## config.mk

```make
export PLATFORM = sky130hd
export DESIGN_NAME = data_mem_ctrl
export DESIGN_NICKNAME = d
export VERILOG_FILES = /design/src/rtl/data_mem_pkg.sv /design/src/rtl/data_mem_lane.sv /design/src/rtl/data_mem_ctrl.sv
export SDC_FILE = /design/constraint.sdc
export NUM_CORES = 2
export LEC_CHECK = 0
export ABC_AREA = 1
export CORE_MARGIN = 4
export CORE_UTILIZATION = 30
export CTS_CLUSTER_SIZE = 40
export DETAILED_ROUTE_END_ITERATION = 7
export PLACE_DENSITY = 0.49
export SYNTH_ARGS = -nofsm -noshare
export SYNTH_HDL_FRONTEND = slang
export SYNTH_SLANG_ARGS = --single-unit
```

## constraint.sdc

```tcl
create_clock -name clk -period 4.7 [get_ports clk]
set_input_delay 0.705 -clock clk [delete_from_list [all_inputs] [get_ports clk]]
set_output_delay 0.705 -clock clk [all_outputs]
set_load 0.05 [all_outputs]
```

## src/rtl/data_mem_pkg.sv

```systemverilog
`default_nettype none
// ============================================================================
//  Module   : data_mem_pkg
//  Purpose  : Access-size encodings and FSM state type for data_mem_ctrl.
//  Revision : 1.0 - initial release
// ============================================================================
package data_mem_pkg;

    localparam logic [1:0] SIZE_BYTE = 2'b00;
    localparam logic [1:0] SIZE_HALF = 2'b01;
    localparam logic [1:0] SIZE_WORD = 2'b10;

    typedef enum logic [1:0] {
        IDLE = 2'd0,
        WAIT = 2'd1,
        DONE = 2'd2
    } state_t;

endpackage : data_mem_pkg
`default_nettype wire

```

## src/rtl/data_mem_lane.sv

```systemverilog
`default_nettype none
// ============================================================================
//  Module   : data_mem_lane
//  Purpose  : Store lane merge and load lane extraction with sign/zero extend.
//  Revision : 1.0 - initial release
// ============================================================================
module data_mem_lane
    import data_mem_pkg::*;
(
    input  logic [31:0] old_word_i,
    input  logic [31:0] wdata_i,
    input  logic [1:0]  size_i,
    input  logic [1:0]  lane_i,
    input  logic        unsigned_i,
    output logic [31:0] merged_o,
    output logic [31:0] load_o
);

    logic [7:0]  w_byte;
    logic [15:0] w_half;

    // Half accesses select by lane_i[1]; lane_i[0] is expected to be 0 here.
    assign w_byte = old_word_i[{lane_i, 3'b000} +: 8];
    assign w_half = old_word_i[{lane_i[1], 4'b0000} +: 16];

    always_comb begin
        merged_o = old_word_i;
        load_o   = old_word_i;
        case (size_i)
            SIZE_BYTE: begin
                merged_o[{lane_i, 3'b000} +: 8] = wdata_i[7:0];
                load_o = {{24{~unsigned_i & w_byte[7]}}, w_byte};
            end
            SIZE_HALF: begin
                merged_o[{lane_i[1], 4'b0000} +: 16] = wdata_i[15:0];
                load_o = {{16{~unsigned_i & w_half[15]}}, w_half};
            end
            default: begin
                merged_o = wdata_i;
                load_o   = old_word_i;
            end
        endcase
    end

endmodule : data_mem_lane
`default_nettype wire

```

## src/rtl/data_mem_ctrl.sv

```systemverilog
`default_nettype none
// ============================================================================
//  Module   : data_mem_ctrl
//  Purpose  : Wait-stated byte/half/word data memory. Define DATA_MEM_FAULT_EN
//             to flag misaligned and out-of-range accesses on Fault_o.
//  Revision : 1.0 - initial release
// ============================================================================
module data_mem_ctrl
    import data_mem_pkg::*;
#(
    parameter int                    DATA_WIDTH   = 32,
    parameter int                    MEMORY_DEPTH = 64,
    parameter logic [DATA_WIDTH-1:0] BASE_ADDR    = 32'h10010000,
    parameter int                    WAIT_STATES  = 2
) (
    input  logic                  clk,
    input  logic                  reset,
    input  logic                  Req_i,
    input  logic                  Write_Enable_i,
    input  logic [1:0]            Size_i,
    input  logic                  Unsigned_i,
    input  logic [DATA_WIDTH-1:0] Address_i,
    input  logic [DATA_WIDTH-1:0] Write_Data_i,
    output logic                  Busy_o,
    output logic                  Ready_o,
    output logic [DATA_WIDTH-1:0] Read_Data_o,
    output logic                  Fault_o
);

    localparam int IDX_W = $clog2(MEMORY_DEPTH);

    state_t                  state_q;
    logic [3:0]              cnt_q;
    logic [DATA_WIDTH-1:0]   addr_q;
    logic [DATA_WIDTH-1:0]   wdata_q;
    logic [1:0]              size_q;
    logic                    we_q;
    logic                    uns_q;
    logic                    busy_q;
    logic                    ready_q;
    logic [DATA_WIDTH-1:0]   rdata_q;
    logic                    fault_q;

    logic [DATA_WIDTH-1:0]   mem_q [MEMORY_DEPTH];

    logic [DATA_WIDTH-1:0]   w_offset;
    logic [IDX_W-1:0]        w_index;
    logic [1:0]              w_lane;
    logic [DATA_WIDTH-1:0]   w_old;
    logic [DATA_WIDTH-1:0]   w_merged;
    logic [DATA_WIDTH-1:0]   w_load;
    logic                    w_fault;
    logic                    w_access;
    logic                    w_unused_bits;

    assign w_offset = addr_q - BASE_ADDR;
    assign w_index  = w_offset[IDX_W+1:2];
    assign w_old    = mem_q[w_index];
    assign w_access = (state_q == WAIT) && (cnt_q == 4'd0);

    // Misaligned low bits are dropped so the lane unit only sees legal lanes.
    always_comb begin
        w_lane = 2'b00;
        case (size_q)
            SIZE_BYTE: w_lane = addr_q[1:0];
            SIZE_HALF: w_lane = {addr_q[1], 1'b0};
            default:   w_lane = 2'b00;
        endcase
    end

`ifdef DATA_MEM_FAULT_EN
    logic w_misalign;
    logic w_range;

    assign w_misalign = ((size_q == SIZE_HALF) && addr_q[0]) ||
                        ((size_q[1] == 1'b1) && (addr_q[1:0] != 2'b00));
    assign w_range    = (addr_q < BASE_ADDR) ||
                        (w_offset >= DATA_WIDTH'(4 * MEMORY_DEPTH));
    assign w_fault    = w_misalign | w_range;
    assign w_unused_bits = ^w_offset[1:0];
`else
    assign w_fault       = 1'b0;
    assign w_unused_bits = ^{w_offset[DATA_WIDTH-1:IDX_W+2], w_offset[1:0]};
`endif

    data_mem_lane u_lane (
        .old_word_i (w_old),
        .wdata_i    (wdata_q),
        .size_i     (size_q),
        .lane_i     (w_lane),
        .unsigned_i (uns_q),
        .merged_o   (w_merged),
        .load_o     (w_load)
    );

    always_ff @(posedge clk or negedge reset) begin
        if (!reset) begin
            state_q <= IDLE;
            cnt_q   <= 4'd0;
            addr_q  <= '0;
            wdata_q <= '0;
            size_q  <= SIZE_BYTE;
            we_q    <= 1'b0;
            uns_q   <= 1'b0;
            busy_q  <= 1'b0;
            ready_q <= 1'b0;
            rdata_q <= '0;
            fault_q <= 1'b0;
        end else begin
            case (state_q)
                IDLE: begin
                    ready_q <= 1'b0;
                    fault_q <= 1'b0;
                    if (Req_i) begin
                        addr_q  <= Address_i;
                        wdata_q <= Write_Data_i;
                        size_q  <= Size_i;
                        we_q    <= Write_Enable_i;
                        uns_q   <= Unsigned_i;
                        cnt_q   <= 4'(WAIT_STATES);
                        busy_q  <= 1'b1;
                        state_q <= WAIT;
                    end
                end
                WAIT: begin
                    if (cnt_q != 4'd0) begin
                        cnt_q <= cnt_q - 4'd1;
                    end else begin
                        ready_q <= 1'b1;
                        fault_q <= w_fault;
                        state_q <= DONE;
                        if (w_fault) begin
                            rdata_q <= '0;
                        end else if (!we_q) begin
                            rdata_q <= w_load;
                        end
                    end
                end
                DONE: begin
                    ready_q <= 1'b0;
                    fault_q <= 1'b0;
                    busy_q  <= 1'b0;
                    state_q <= IDLE;
                end
                default: begin
                    ready_q <= 1'b0;
                    fault_q <= 1'b0;
                    busy_q  <= 1'b0;
                    state_q <= IDLE;
                end
            endcase
        end
    end

    // Contents survive reset; an aborted access never reaches this write.
    always_ff @(posedge clk) begin
        if (w_access && we_q && !w_fault) begin
            mem_q[w_index] <= w_merged;
        end
    end

    assign Busy_o      = busy_q;
    assign Ready_o     = ready_q;
    assign Read_Data_o = rdata_q;
    assign Fault_o     = fault_q;

endmodule : data_mem_ctrl
`default_nettype wire

```

==> metrics.cfg <==
[outcome]
status=finished, violations left
violations=setup timing

[worst_setup_path]
worstReg2RegEnd=mem_q[20][3]
r2r_slack_ps=-20
crit_path_start_kind=register
max_stage_delay_ps=840
arrival_ps=5270
path_cells=buf_12 -> buf_12 -> nor2_4 -> buf_12 -> nand2_1 -> nand4_1 -> o21ai_0 -> nand2_1 -> nor2_1 -> buf_4 -> nand2_1 -> o211ai_1 -> o211ai_1 -> buf_4
crit_slowest_cell=o21ai_0
r2r_start=addr_q[2]
path_max_fanout=74
crit_required_ps=5260
path_class=register to register
critPathCaptureType=register
cp_num_buf_inv=5
r2r_cells=14
crit_family=compound AO/OA/AOI/OAI gates

[floorplanning]
die_w_um=540
pin_count=106
die_area_um2=292000
floorplan.initialDensity=0.301
rows=195
fp.dieH_um=540
fp.coreArea_um2=282000

[sta]
rsz0062_at_grt=false
slew_headroom=0.170
period_share=1.00
final.min_clock_period_ps=4720
setup_viol=9
worstMarginPinSlew_ps=1240
fmax_mhz=212
skew_ps=46.5
fin_ws_ps=-15.0
hold_viol_final=0
drv_slew=0

[yosys]
async_reset_ff_frac=0.0394
synth-compound-area-share=0.0479
synth.mux.area_fraction=0
synth_edf_count=2048
yosys.area.top_type=edfxtp_1
synth_xor_area_frac=0
syn-num-nets=7214
syn_area_per_cell_um2=11.9
synth_area_leaders=edfxtp_1 72%, nand2_1 13%, dfrtp_1 2.5%
synth_top_family_by_area=simple AND/OR/NAND/NOR gates
ys_ff_latch=2132
synth_top_cell_area_share=0.724
ys_types=39
syn-cell-area_um2=85000
postSynthCellCount=7138
yosysSeqAreaShare=0.748
synthSimpleGateAreaFrac=0.176
synthFlopType=edfxtp_1
yosysWarnings=0
synthAdderAreaFrac=0.000736

[global_routing]
grt_first_pass_wirelength_um=405000
overflow=0
grt_max_degree=83
antenna_found_initial=18
grt_pass1_vias=52800
grt_usage=0.193

[routing]
highest_layer=met4
vias=56100
wl_met3_um=20200
drt_wl_total_um=289000
first_pass_iters=8
wl_per_cell_um=25.4
first_iter_violations=6302
wl_met2_um=133000
drc=0
via_per_inst=4.94
drt.antenna.violating_nets=0
wl_met1_um=126000

[placement]
gp_congestion=0.896
portBuffers=80
hpwl_um=167000

[clock_network]
post_cts_resized=0
cts_buffers=217
clock_latency_ps=890
clk_pin_slew_ps=60
clk_path_buf_depth=3
cts.sinks=2132
clockRootBuffer=clkbuf_16
htreeDepth=4
cts_tree=done

[final_layout]
finish.utilization=0.355
fin_nets=7497
drive_above_1_share=0.106
fillers=27600
area_growth_pct=17.7

[power_and_ir_drop]
finalPower_mw=73.7
powerDensity_nw_per_um2=737
p_leak_nw=36.2
ir_worst_vdd_mv=0.847

[hold_path]
hp-class=primary input to async pin

[job]
cap_violations=0

timing repair:
item	CTS	global route
hold buffers	1	0
endpoints found under the setup margin	0	8
endpoints found under the hold margin	21	0
buffers inserted	0	3
worst register-to-register path: stages, from the launching register on:
cell      delay (ps)
dfrtp_4          470
buf_12           250
buf_12           370
nor2_4           220
buf_12           220
nand2_1          150
nand4_1           90
o21ai_0          850
nand2_1          380
nor2_1           250
buf_4            130
nand2_1           80
o211ai_1         170
o211ai_1         360
buf_4            400
cells in the mapped netlist (2+ instances only):
library cell	number
nand3_2	2
nor2_2	3
or2_2	49
dfrtp_1	84
o21ai_0	266
nor2_1	279
a22oi_1	118
or2_1	7
clkinv_1	2
or2_0	4
buf_1	37
nor2_4	2
o21ai_1	32
nor3_1	18
nand2_1	3051
inv_2	7
buf_4	23
nand2_2	3
nand4_1	171
a21oi_1	268
inv_1	166
edfxtp_1	2048
o211ai_1	36
buf_6	3
ha_1	5
clkbuf_1	104
buf_2	187
nand3b_1	18
nand3_1	132
o2bb2ai_1	4
final cells by class:
type | count | area, µm² | share of cell area
multi-input cells | 4477 | 19700 | 0.197
diodes | 7 | 17.5 | 0.000175
well taps | 3743 | 4680 | 0.0468
flip-flops and latches | 2132 | 63600 | 0.636
inverters | 175 | 682 | 0.00682
clock buffers | 264 | 5710 | 0.0571
clock inverters | 138 | 1090 | 0.0109
repair buffers | 418 | 4480 | 0.0448
metal layers:
metal,vias to the layer above,track usage
li1,25300,-
met1,28500,0.269
met2,2017,0.308
met3,323,0.0304
met4,0,0.0613
met5,-,0
metrics by stage:
step / setup TNS [ps] / instances / instance area [µm²] / setup slack (ps) / hold WS, ps
final: -116 / 11400 / 100000 / -15.0 / 275
after global routing: 0 / 11400 / 100000 / 23.8 / 264
after CTS: 0 / 11300 / 100000 / 143 / 203
after detailed placement: 0 / 10900 / 93100 / 189 / 466
after global placement: 0 / 10900 / 93100 / 208 / 459
after floorplan: 0 / 7138 / 85000 / 908 / 409
placed cells by master, fill, tap and decap left out, types with 4 or more instances in the layout:
cell type,n
nor2_4,74
nand3b_1,18
clkinvlp_4,4
or2_2,49
diode_2,7
nand2_1,3051
dfrtp_1,81
bufinv_16,13
clkdlybuf4s50_1,79
nor2_2,4
nor3_1,10
buf_12,91
o2bb2ai_1,4
buf_4,247
nand3_2,20
or2_1,7
clkinv_8,6
or2_0,4
o21ai_0,266
clkinv_2,47
clkbuf_16,221
a22oi_1,118
nor3_2,8
edfxtp_1,2048
o21ai_1,32
clkbuf_1,41
a21oi_1,268
inv_1,166
nand3_1,113
nor2_1,206
clkinv_1,63
nand4_1,171
ha_1,5
o211ai_1,36
registers in the layout, summed over array words and instances, names as in the netlist:
name / count
we_q: 1
uns_q: 1
Busy_o: 1
Read_Data_o: 32
state_q: 2
mem_q: 2048
cnt_q: 4
addr_q: 8
wdata_q: 32
Ready_o: 1
size_q: 2
power by group:
group          switching, mW  internal, mW  total [mW]  leakage (nW)
logic                   22.1          6.61        28.8          13.3
clock network           7.35          9.33        16.7          3.34
registers              0.378          27.9        28.3          19.6
total                   29.9          43.9        73.7          36.2
worst max path at each step:
| stage | startpoint | endpoint | slack (ps) | cells past startpoint |
|---|---|---|---|---|
| final | addr_q[2] | mem_q[20][3] | -20 | 14 |
| after global routing | addr_q[2] | mem_q[18][3] | 20 | 14 |
| after CTS | addr_q[4] | mem_q[18][3] | 140 | 15 |
| after detailed placement | addr_q[4] | mem_q[18][3] | 190 | 15 |
| after global placement | addr_q[4] | mem_q[17][3] | 210 | 15 |
| after floorplan | size_q[1] | mem_q[0][10] | 910 | 10 |
logic make-up (layout without fill, tap and decap cells):
logic type               Yosys count  after routing
other                              1              8
adder cells (fa/ha/maj)            5              5
AND/OR/NAND/NOR                 3741           3741
AO/OA/AOI/OAI                    730            730
flip-flops                      2132           2132
buffers and inverters            529            995
(Power assumes the default switching activity.)
